[config.mk]
export PLATFORM = sky130hd
export DESIGN_NAME = crc_ch_buf_ctl_flat
export DESIGN_NICKNAME = d
export VERILOG_FILES = /design/src/rtl/crc_pkg.sv /design/src/rtl/crc_ch_buf_ctl_if.sv /design/src/rtl/crc_ring_ptr.sv /design/src/rtl/crc_ch_buf_ctl.sv /design/src/flat_wrapper.sv
export SDC_FILE = /design/constraint.sdc
export NUM_CORES = 1
export LEC_CHECK = 0
export ABC_AREA = 1
export CAP_MARGIN = 20
export CORE_MARGIN = 1.5
export CORE_UTILIZATION = 54
export CTS_CLUSTER_DIAMETER = 50
export CTS_CLUSTER_SIZE = 28
export DETAILED_ROUTE_END_ITERATION = 7
export PLACE_DENSITY = 0.81
export SLEW_MARGIN = 20
export SYNTH_ARGS = -nofsm -noshare
export SYNTH_HDL_FRONTEND = slang
export SYNTH_HIERARCHICAL = 1
export SYNTH_SLANG_ARGS = --single-unit
export TNS_END_PERCENT = 10
[constraint.sdc]
create_clock -name clk_h -period 2.8 [get_ports clk_h]
set_clock_uncertainty 0.2 [all_clocks]
set_input_delay 0.84 -clock clk_h [delete_from_list [all_inputs] [get_ports clk_h]]
set_output_delay 0.84 -clock clk_h [all_outputs]
set_load 0.05 [all_outputs]
[src/rtl/crc_pkg.sv]
// Shared types and constants for the MBox channel-buffer sequencer.
// Optional feature macro: CRC_OVERRUN_ERR_EN (see crc_ch_buf_ctl.sv).
package crc_pkg;

  localparam int CRC_DEPTH = 128;
  localparam int CRC_ADR_W = $clog2(CRC_DEPTH);

  // Sequencer phases: IDLE waits for a grant, T0 sets up the address,
  // T1 strobes the write (or lets read data settle), T2 completes/advances,
  // HOLD keeps a read word on CBUS until the channel acknowledges it.
  typedef enum logic [2:0] {
    IDLE = 3'd0,
    T0   = 3'd1,
    T1   = 3'd2,
    T2   = 3'd3,
    HOLD = 3'd4
  } crc_st_t;

endpackage

[src/rtl/crc_ch_buf_ctl_if.sv]
// Bundle of request/acknowledge, strobe and status signals between the
// channel-buffer sequencer (slave modport) and its requesters / data slices
// (master modport). Debug taps expose FSM state, pointers and fill count.
//
// Handshakes: mb_wr_req_h is a level held by the MB side until the 1-clock
// mb_wr_done_h pulse; cbus_rd_req_h is a level held by the channel until it
// raises cbus_ack_h while crc_cbus_out_hold_h is high. A request dropped
// after the sequencer has started the operation does not cancel it.
interface crc_ch_buf_ctl_if #(parameter int ADR_W = crc_pkg::CRC_ADR_W);
  import crc_pkg::*;

  logic             mb_wr_req_h;
  logic             cbus_rd_req_h;
  logic             cbus_ack_h;
  logic             ch_reverse_h;
  logic             ch_buf_clr_h;

  logic [ADR_W-1:0] crc_ch_buf_adr_h;
  logic             ch_buf_wr_l;
  logic             ch_t0_l;
  logic             ch_t2_l;
  logic             crc_cbus_out_hold_h;
  logic             mb_wr_done_h;
  logic             buf_full_h;
  logic             buf_empty_h;
  logic             buf_overrun_h;

  crc_st_t          dbg_state;
  logic [ADR_W-1:0] dbg_wptr;
  logic [ADR_W-1:0] dbg_rptr;
  logic [ADR_W:0]   dbg_count;

  modport slave (
    input  mb_wr_req_h, cbus_rd_req_h, cbus_ack_h, ch_reverse_h, ch_buf_clr_h,
    output crc_ch_buf_adr_h, ch_buf_wr_l, ch_t0_l, ch_t2_l, crc_cbus_out_hold_h,
    output mb_wr_done_h, buf_full_h, buf_empty_h, buf_overrun_h,
    output dbg_state, dbg_wptr, dbg_rptr, dbg_count
  );

  modport master (
    output mb_wr_req_h, cbus_rd_req_h, cbus_ack_h, ch_reverse_h, ch_buf_clr_h,
    input  crc_ch_buf_adr_h, ch_buf_wr_l, ch_t0_l, ch_t2_l, crc_cbus_out_hold_h,
    input  mb_wr_done_h, buf_full_h, buf_empty_h, buf_overrun_h,
    input  dbg_state, dbg_wptr, dbg_rptr, dbg_count
  );

endinterface

[src/rtl/crc_ring_ptr.sv]
// Ring-buffer pointer: advances +1 or -1 modulo 2**ADR_W, synchronous clear.
// ptr_nxt is exported so the caller can latch the post-advance address.
module crc_ring_ptr #(
  parameter int ADR_W = 7
) (
  input  logic             clk,
  input  logic             rst_n,
  input  logic             clr,
  input  logic             adv,
  input  logic             dec,
  output logic [ADR_W-1:0] ptr,
  output logic [ADR_W-1:0] ptr_nxt
);

  // Next pointer: clear wins over advance; wrap is the natural power-of-two rollover.
  always_comb begin
    ptr_nxt = ptr;
    if (clr) begin
      ptr_nxt = '0;
    end else if (adv) begin
      ptr_nxt = dec ? (ptr - 1'b1) : (ptr + 1'b1);
    end
  end

  // Pointer register.
  always_ff @(posedge clk or negedge rst_n) begin
    if (!rst_n) begin
      ptr <= '0;
    end else begin
      ptr <= ptr_nxt;
    end
  end

endmodule

[src/rtl/crc_ch_buf_ctl.sv]
// Channel-buffer address/timing sequencer for the MBox channel data path.
// Arbitrates MB writes against CBUS reads on a ring buffer, sequences the
// T0/T1/T2 phases, tracks fill count, full/empty and transfer direction.
// Optional feature macro: CRC_OVERRUN_ERR_EN enables the sticky overrun flag.
module crc_ch_buf_ctl
  import crc_pkg::*;
#(
  parameter int DEPTH = CRC_DEPTH
) (
  input logic               clk_h,
  input logic               reset_l,
  crc_ch_buf_ctl_if.slave   bus
);

  localparam int ADR_W = $clog2(DEPTH);
  localparam logic [ADR_W:0] CNT_FULL   = (ADR_W+1)'(DEPTH);
  localparam logic [ADR_W:0] CNT_ALMOST = (ADR_W+1)'(DEPTH - 1);
  localparam logic [ADR_W:0] CNT_NEAR   = (ADR_W+1)'(DEPTH - 2);

  crc_st_t          state_q, state_d;
  logic             op_wr_q;      // current/last op is a write
  logic             last_wr_q;    // last grant was a write
  logic             clr_pend_q;   // flush requested mid-operation
  logic             rev_q;
  logic [ADR_W:0]   count_q, count_d;
  logic             full_q, empty_q;
  logic [ADR_W-1:0] adr_q;

  logic             grant_wr, grant_rd, clr_now, adv_w, adv_r, clr_t2;
  logic             wr_ok, rd_ok;
  logic [ADR_W-1:0] wptr, wptr_nxt, rptr, rptr_nxt;

  assign wr_ok  = bus.mb_wr_req_h & ~full_q;
  assign rd_ok  = bus.cbus_rd_req_h & ~empty_q;
  assign clr_t2 = clr_pend_q | bus.ch_buf_clr_h;

  crc_ring_ptr #(.ADR_W(ADR_W)) u_wptr (
    .clk     (clk_h),
    .rst_n   (reset_l),
    .clr     (clr_now),
    .adv     (adv_w),
    .dec     (rev_q),
    .ptr     (wptr),
    .ptr_nxt (wptr_nxt)
  );

  crc_ring_ptr #(.ADR_W(ADR_W)) u_rptr (
    .clk     (clk_h),
    .rst_n   (reset_l),
    .clr     (clr_now),
    .adv     (adv_r),
    .dec     (rev_q),
    .ptr     (rptr),
    .ptr_nxt (rptr_nxt)
  );

  // Next-state, arbitration, pointer advance and count update.
  always_comb begin
    state_d  = state_q;
    grant_wr = 1'b0;
    grant_rd = 1'b0;
    clr_now  = 1'b0;
    adv_w    = 1'b0;
    adv_r    = 1'b0;
    count_d  = count_q;
    case (state_q)
      IDLE: begin
        if (bus.ch_buf_clr_h) begin
          // A flush takes the whole clock; no grant alongside it.
          clr_now = 1'b1;
        end else if (wr_ok && !(rd_ok && last_wr_q && count_q == CNT_ALMOST)) begin
          grant_wr = 1'b1;
          state_d  = T0;
        end else if (rd_ok) begin
          grant_rd = 1'b1;
          state_d  = T0;
        end
      end
      T0: state_d = T1;
      T1: state_d = T2;
      T2: begin
        if (clr_t2) begin
          // Deferred flush: the op's own count/pointer update is dropped.
          clr_now = 1'b1;
        end else if (op_wr_q) begin
          adv_w   = 1'b1;
          count_d = count_q + 1'b1;
        end else begin
          adv_r   = 1'b1;
          count_d = count_q - 1'b1;
        end
        if (op_wr_q) begin
          state_d = IDLE;
          // Chain straight into the next write unless that write would fill
          // the buffer while a read is waiting (IDLE then hands it to the read).
          if (!clr_t2 && bus.mb_wr_req_h && count_q != CNT_ALMOST &&
              !(bus.cbus_rd_req_h && count_q == CNT_NEAR)) begin
            grant_wr = 1'b1;
            state_d  = T0;
          end
        end else begin
          state_d = bus.cbus_ack_h ? IDLE : HOLD;
        end
      end
      HOLD: begin
        if (bus.ch_buf_clr_h) clr_now = 1'b1;
        if (bus.cbus_ack_h) state_d = IDLE;
      end
      default: state_d = IDLE;
    endcase
    if (clr_now) count_d = '0;
  end

  // FSM state register.
  always_ff @(posedge clk_h or negedge reset_l) begin
    if (!reset_l) state_q <= IDLE;
    else          state_q <= state_d;
  end

  // Grant bookkeeping, latched address and mid-op flush request.
  always_ff @(posedge clk_h or negedge reset_l) begin
    if (!reset_l) begin
      op_wr_q    <= 1'b0;
      last_wr_q  <= 1'b0;
      adr_q      <= '0;
      clr_pend_q <= 1'b0;
    end else begin
      if (grant_wr || grant_rd) begin
        op_wr_q   <= grant_wr;
        last_wr_q <= grant_wr;
        adr_q     <= grant_wr ? wptr_nxt : rptr_nxt;
      end
      if (state_q == T2)                                  clr_pend_q <= 1'b0;
      else if ((state_q == T0 || state_q == T1) && bus.ch_buf_clr_h) clr_pend_q <= 1'b1;
    end
  end

  // Fill count with full/empty flags registered alongside it.
  always_ff @(posedge clk_h or negedge reset_l) begin
    if (!reset_l) begin
      count_q <= '0;
      full_q  <= 1'b0;
      empty_q <= 1'b1;
    end else begin
      count_q <= count_d;
      full_q  <= (count_d == CNT_FULL);
      empty_q <= (count_d == '0);
    end
  end

  // Direction latch: only follows ch_reverse_h while idle and empty.
  always_ff @(posedge clk_h or negedge reset_l) begin
    if (!reset_l)                             rev_q <= 1'b0;
    else if (state_q == IDLE && count_q == '0) rev_q <= bus.ch_reverse_h;
  end

`ifdef CRC_OVERRUN_ERR_EN
  logic wr_wait_q, rd_wait_q, overrun_q;
  logic wr_stall, rd_stall;

  // A stall is a request left waiting in IDLE against a full/empty buffer.
  assign wr_stall = (state_q == IDLE) & bus.mb_wr_req_h & full_q;
  assign rd_stall = (state_q == IDLE) & bus.cbus_rd_req_h & empty_q;

  // Sticky overrun once a stall persists for a second clock.
  always_ff @(posedge clk_h or negedge reset_l) begin
    if (!reset_l) begin
      wr_wait_q <= 1'b0;
      rd_wait_q <= 1'b0;
      overrun_q <= 1'b0;
    end else begin
      wr_wait_q <= wr_stall;
      rd_wait_q <= rd_stall;
      if (bus.ch_buf_clr_h)                                        overrun_q <= 1'b0;
      else if ((wr_stall && wr_wait_q) || (rd_stall && rd_wait_q)) overrun_q <= 1'b1;
    end
  end

  assign bus.buf_overrun_h = overrun_q;
`else
  assign bus.buf_overrun_h = 1'b0;
`endif

  // Phase strobes decode directly from state so reset releases them at once.
  assign bus.ch_t0_l             = ~(state_q == T0);
  assign bus.ch_buf_wr_l         = ~((state_q == T1) && op_wr_q);
  assign bus.ch_t2_l             = ~(state_q == T2);
  assign bus.mb_wr_done_h        = (state_q == T2) && op_wr_q;
  assign bus.crc_cbus_out_hold_h = ((state_q == T2) && !op_wr_q) || (state_q == HOLD);
  assign bus.crc_ch_buf_adr_h    = adr_q;
  assign bus.buf_full_h          = full_q;
  assign bus.buf_empty_h         = empty_q;

  assign bus.dbg_state = state_q;
  assign bus.dbg_wptr  = wptr;
  assign bus.dbg_rptr  = rptr;
  assign bus.dbg_count = count_q;

endmodule
[src/flat_wrapper.sv]
// flat-port wrapper written by rule: the top's interface ports become plain ports
module crc_ch_buf_ctl_flat import crc_pkg::*;
#(
  parameter int DEPTH = CRC_DEPTH
)
  (clk_h, reset_l, bus_mb_wr_req_h, bus_cbus_rd_req_h, bus_cbus_ack_h, bus_ch_reverse_h, bus_ch_buf_clr_h, bus_crc_ch_buf_adr_h, bus_ch_buf_wr_l, bus_ch_t0_l, bus_ch_t2_l, bus_crc_cbus_out_hold_h, bus_mb_wr_done_h, bus_buf_full_h, bus_buf_empty_h, bus_buf_overrun_h, bus_dbg_state, bus_dbg_wptr, bus_dbg_rptr, bus_dbg_count);
  crc_ch_buf_ctl_if bus_i ();
  input logic clk_h;
  input logic reset_l;
  input wire logic [$bits(bus_i.mb_wr_req_h)-1:0] bus_mb_wr_req_h;
  input wire logic [$bits(bus_i.cbus_rd_req_h)-1:0] bus_cbus_rd_req_h;
  input wire logic [$bits(bus_i.cbus_ack_h)-1:0] bus_cbus_ack_h;
  input wire logic [$bits(bus_i.ch_reverse_h)-1:0] bus_ch_reverse_h;
  input wire logic [$bits(bus_i.ch_buf_clr_h)-1:0] bus_ch_buf_clr_h;
  output wire logic [$bits(bus_i.crc_ch_buf_adr_h)-1:0] bus_crc_ch_buf_adr_h;
  output wire logic [$bits(bus_i.ch_buf_wr_l)-1:0] bus_ch_buf_wr_l;
  output wire logic [$bits(bus_i.ch_t0_l)-1:0] bus_ch_t0_l;
  output wire logic [$bits(bus_i.ch_t2_l)-1:0] bus_ch_t2_l;
  output wire logic [$bits(bus_i.crc_cbus_out_hold_h)-1:0] bus_crc_cbus_out_hold_h;
  output wire logic [$bits(bus_i.mb_wr_done_h)-1:0] bus_mb_wr_done_h;
  output wire logic [$bits(bus_i.buf_full_h)-1:0] bus_buf_full_h;
  output wire logic [$bits(bus_i.buf_empty_h)-1:0] bus_buf_empty_h;
  output wire logic [$bits(bus_i.buf_overrun_h)-1:0] bus_buf_overrun_h;
  output wire logic [$bits(bus_i.dbg_state)-1:0] bus_dbg_state;
  output wire logic [$bits(bus_i.dbg_wptr)-1:0] bus_dbg_wptr;
  output wire logic [$bits(bus_i.dbg_rptr)-1:0] bus_dbg_rptr;
  output wire logic [$bits(bus_i.dbg_count)-1:0] bus_dbg_count;
  assign bus_i.mb_wr_req_h = bus_mb_wr_req_h;
  assign bus_i.cbus_rd_req_h = bus_cbus_rd_req_h;
  assign bus_i.cbus_ack_h = bus_cbus_ack_h;
  assign bus_i.ch_reverse_h = bus_ch_reverse_h;
  assign bus_i.ch_buf_clr_h = bus_ch_buf_clr_h;
  assign bus_crc_ch_buf_adr_h = bus_i.crc_ch_buf_adr_h;
  assign bus_ch_buf_wr_l = bus_i.ch_buf_wr_l;
  assign bus_ch_t0_l = bus_i.ch_t0_l;
  assign bus_ch_t2_l = bus_i.ch_t2_l;
  assign bus_crc_cbus_out_hold_h = bus_i.crc_cbus_out_hold_h;
  assign bus_mb_wr_done_h = bus_i.mb_wr_done_h;
  assign bus_buf_full_h = bus_i.buf_full_h;
  assign bus_buf_empty_h = bus_i.buf_empty_h;
  assign bus_buf_overrun_h = bus_i.buf_overrun_h;
  assign bus_dbg_state = bus_i.dbg_state;
  assign bus_dbg_wptr = bus_i.dbg_wptr;
  assign bus_dbg_rptr = bus_i.dbg_rptr;
  assign bus_dbg_count = bus_i.dbg_count;
  crc_ch_buf_ctl #(.DEPTH(DEPTH)) u_core (.clk_h(clk_h), .reset_l(reset_l), .bus(bus_i));
endmodule
==> run_results.csv <==
group,metric,value,unit
run_status,outcome,"complete, no violations",
placed_design,gp_congestion,0.9279,
floorplanning,ioPinCount,47,
sta,slew_headroom,0.4511,
synth,syn_area_per_cell,7.233,um^2
critical_path,crit_type,"register to output pin",
drt,first_iter_violations,203,
finish,design_area,3488,um^2
synth,syn_inst,379,
cts,root_buffer,"clkbuf_8",
drt,ant_nets,0,
critical_path,cp_data_required_time,1760,ps
global_routing,track_usage,0.2649,
floorplanning,coreArea,4817,um^2
placed_design,postPlaceCellArea,3352,um^2
synth,synth-seq-area-share,0.3382,
synth,synth_compound_area_frac,0.08079,
finish,antenna_cells,0,
sta,setup_viol,0,
sta,rsz0062_at_grt,"no",
drt,drc_errors,0,
min_path,hp-class,"register to register",
cts,numCtsBuffers,5,
floorplanning,num_rows,25,
synth,yosys.area_share.simple,0.3756,
synth,synth_top_family_by_area,"simple AND/OR/NAND/NOR gates",
drt,wl,6762,um
synth,synth_most_common_cell,"nand2_1",
cts,cts_setup_buffers,0,
sta,hold_viol_final,0,
cts,clock_path_buffers,2,
synth,synth.area.mux_share,0,
drt,wl_per_cell,13.31,um
sta,fin_crit,2698,ps
finish,multi_input_area,1570,um^2
synth,yosys_most_used_dff,"dfrtp_1",
cts,postCtsHoldBufs,0,
synth,synthesis.area,2741,um^2
finish,fill_cells,414,
synth,synth-xor-area-share,0.01917,
cts,cts_sinks,37,
placed_design,port_buffers,45,
critical_path,critPathArrivalTime,1660,ps
cts,cts_tree,"built",
synth,synthAdderAreaFrac,0.09493,
finish,seqCellArea,927.1,um^2
synth,ys_async_sr_fraction,1.000,
sta,tightest_slew,823.3,ps
drt,vias_per_cell,5.220,
drt,via_count,2652,
global_routing,grt_overflow,0,
synth,synth_edf_count,0,
placed_design,dp_hpwl,5244,um
finish,area_growth,27.25,%
cts,ctsHtreeMaxLevel,2,
floorplanning,die_x,74.25,um
floorplanning,die_y,74.25,um
global_routing,grt_pass1_vias,2452,
floorplanning,dieArea,5513,um^2
critical_path,crit_path_max_fanout,10,
drt,dr.pass1.iters,5,
synth,synth_warnings,6,
job,drv_cap,0,
critical_path,crit_path_end_kind,"output pin",
global_routing,grt_start_max_net_pins,38,
synth,synthTopCellsByArea,"dfrtp_1 (33%), nand2_1 (12%), ha_1 (7.3%)",
sta,post-route-period-util,0.9635,
synth,synth_fp_nets,405,
cts,clk_pin_slew_worst_paths,80,ps
synth,synthTopCellsByCount,"nand2_1 (91), inv_1 (50), nor2_1 (48), dfrtp_1 (36), nand3_1 (36)",
floorplanning,initial_core_util,0.5691,
finish,layout-drive-gt1-share,0.1361,
synth,yosys_register_bits,37,
synth,yosysTopAreaCellShare,0.3286,
cts,cts_resized,1,
global_routing,grt_pass1_wl,11210,um
sta,report.final.slew_viol_count,0,
global_routing,antenna_found_initial,0,
finish,final_net_count,466,
cts,clk_latency,300,ps
critical_path,start_kind,"register",
synth,synth_cell_type_count,40,
synth,synth_top_area_cell,"dfrtp_1",
sta,fmax,0.3707,GHz
## per-stage QoR
stage | utilization | hold slack (ps) | std cells | setup TNS (ps) | setup WS, ps
after global placement | 0.6958 | 326.2 | 500 | 0 | 49.24
after CTS | 0.7242 | 340.1 | 508 | 0 | 89.15
after detailed placement | 0.6958 | 333.5 | 500 | -12.49 | -7.332
after global routing | 0.7242 | 371.4 | 508 | 0 | 28.85
after floorplan | - | 304.7 | 379 | 0 | 79.59
final | 0.7242 | 339.2 | 508 | 0 | 102.1
## final cells by class
class                   instances  area share
clock inverters                 3     0.01973
repair buffers                 57      0.1575
inverters                      58     0.06313
multi-input cells             281      0.4501
well taps                      67     0.02403
clock buffers                   5     0.01973
flip-flops and latches         37      0.2658
## layout by cell type (no fill, tap or decap), types with 4 or more instances in the layout
cell / n
a21oi_1: 21
buf_4: 14
clkbuf_8: 5
clkdlybuf4s50_1: 39
dfrtp_1: 36
ha_1: 16
inv_1: 50
inv_2: 6
nand2_1: 91
nand2_2: 6
nand3_1: 36
nand3_2: 4
nand3b_1: 6
nor2_1: 47
nor2_2: 8
o211ai_1: 6
o21ai_0: 7
## state kept, by name, summed over array words and instances (netlist names)
name	count
u_core/bus.buf_empty_h	1
u_core/bus.buf_full_h	1
u_core/clr_pend_q	1
u_core/rev_q	1
u_core/u_wptr/ptr	7
u_core/bus.crc_ch_buf_adr_h	7
u_core/bus.dbg_count	8
u_core/bus.dbg_state	3
u_core/last_wr_q	1
u_core/u_rptr/ptr	7
## layer usage
| layer | up-vias | share of wire | global-route usage |
|---|---|---|---|
| met5 | - | 0 | 0 |
| met4 | 0 | 0.014 | 0.08687 |
| met3 | 12 | 0.052 | 0.04472 |
| met2 | 91 | 0.46 | 0.4216 |
| met1 | 1210 | 0.47 | 0.3696 |
| li1 | 1339 | - | - |
## logic make-up (layout without fill, tap and decap cells)
group,after synthesis,count (layout)
compound gates,39,39
xor+xnor,6,6
fa+ha+maj,19,19
buf+inv,61,123
flops,37,37
other cells,1,1
simple gates,216,216
## worst max-delay path, stage by stage (launching register included)
cell,delay (ps)
dfrtp_1,400
buf_4,170
inv_1,350
nand2_1,160
nand2_1,140
buf_12,150
## path summary, 6_finish.rpt
path | startpoint | to | slack, ps | cells after the start
worst max-delay path | u_core/last_wr_q | bus_crc_cbus_out_hold_h | 100 | 5
worst min-delay path | u_core/bus.dbg_state[2] | u_core/bus.dbg_state[0] | 340 | 1
worst max register to register | u_core/last_wr_q | u_core/bus.buf_full_h | 300 | 14
worst min register to register | u_core/bus.dbg_state[2] | u_core/bus.dbg_state[0] | 340 | 1
max in group asynchronous | reset_l | u_core/clr_pend_q | 1450 | 1
min in group asynchronous | reset_l | u_core/bus.dbg_state[2] | 430 | 1
Power is left out: the tool's default activity adds up to more than one toggle a clock period on the data nets, which glitch-free logic cannot reach.
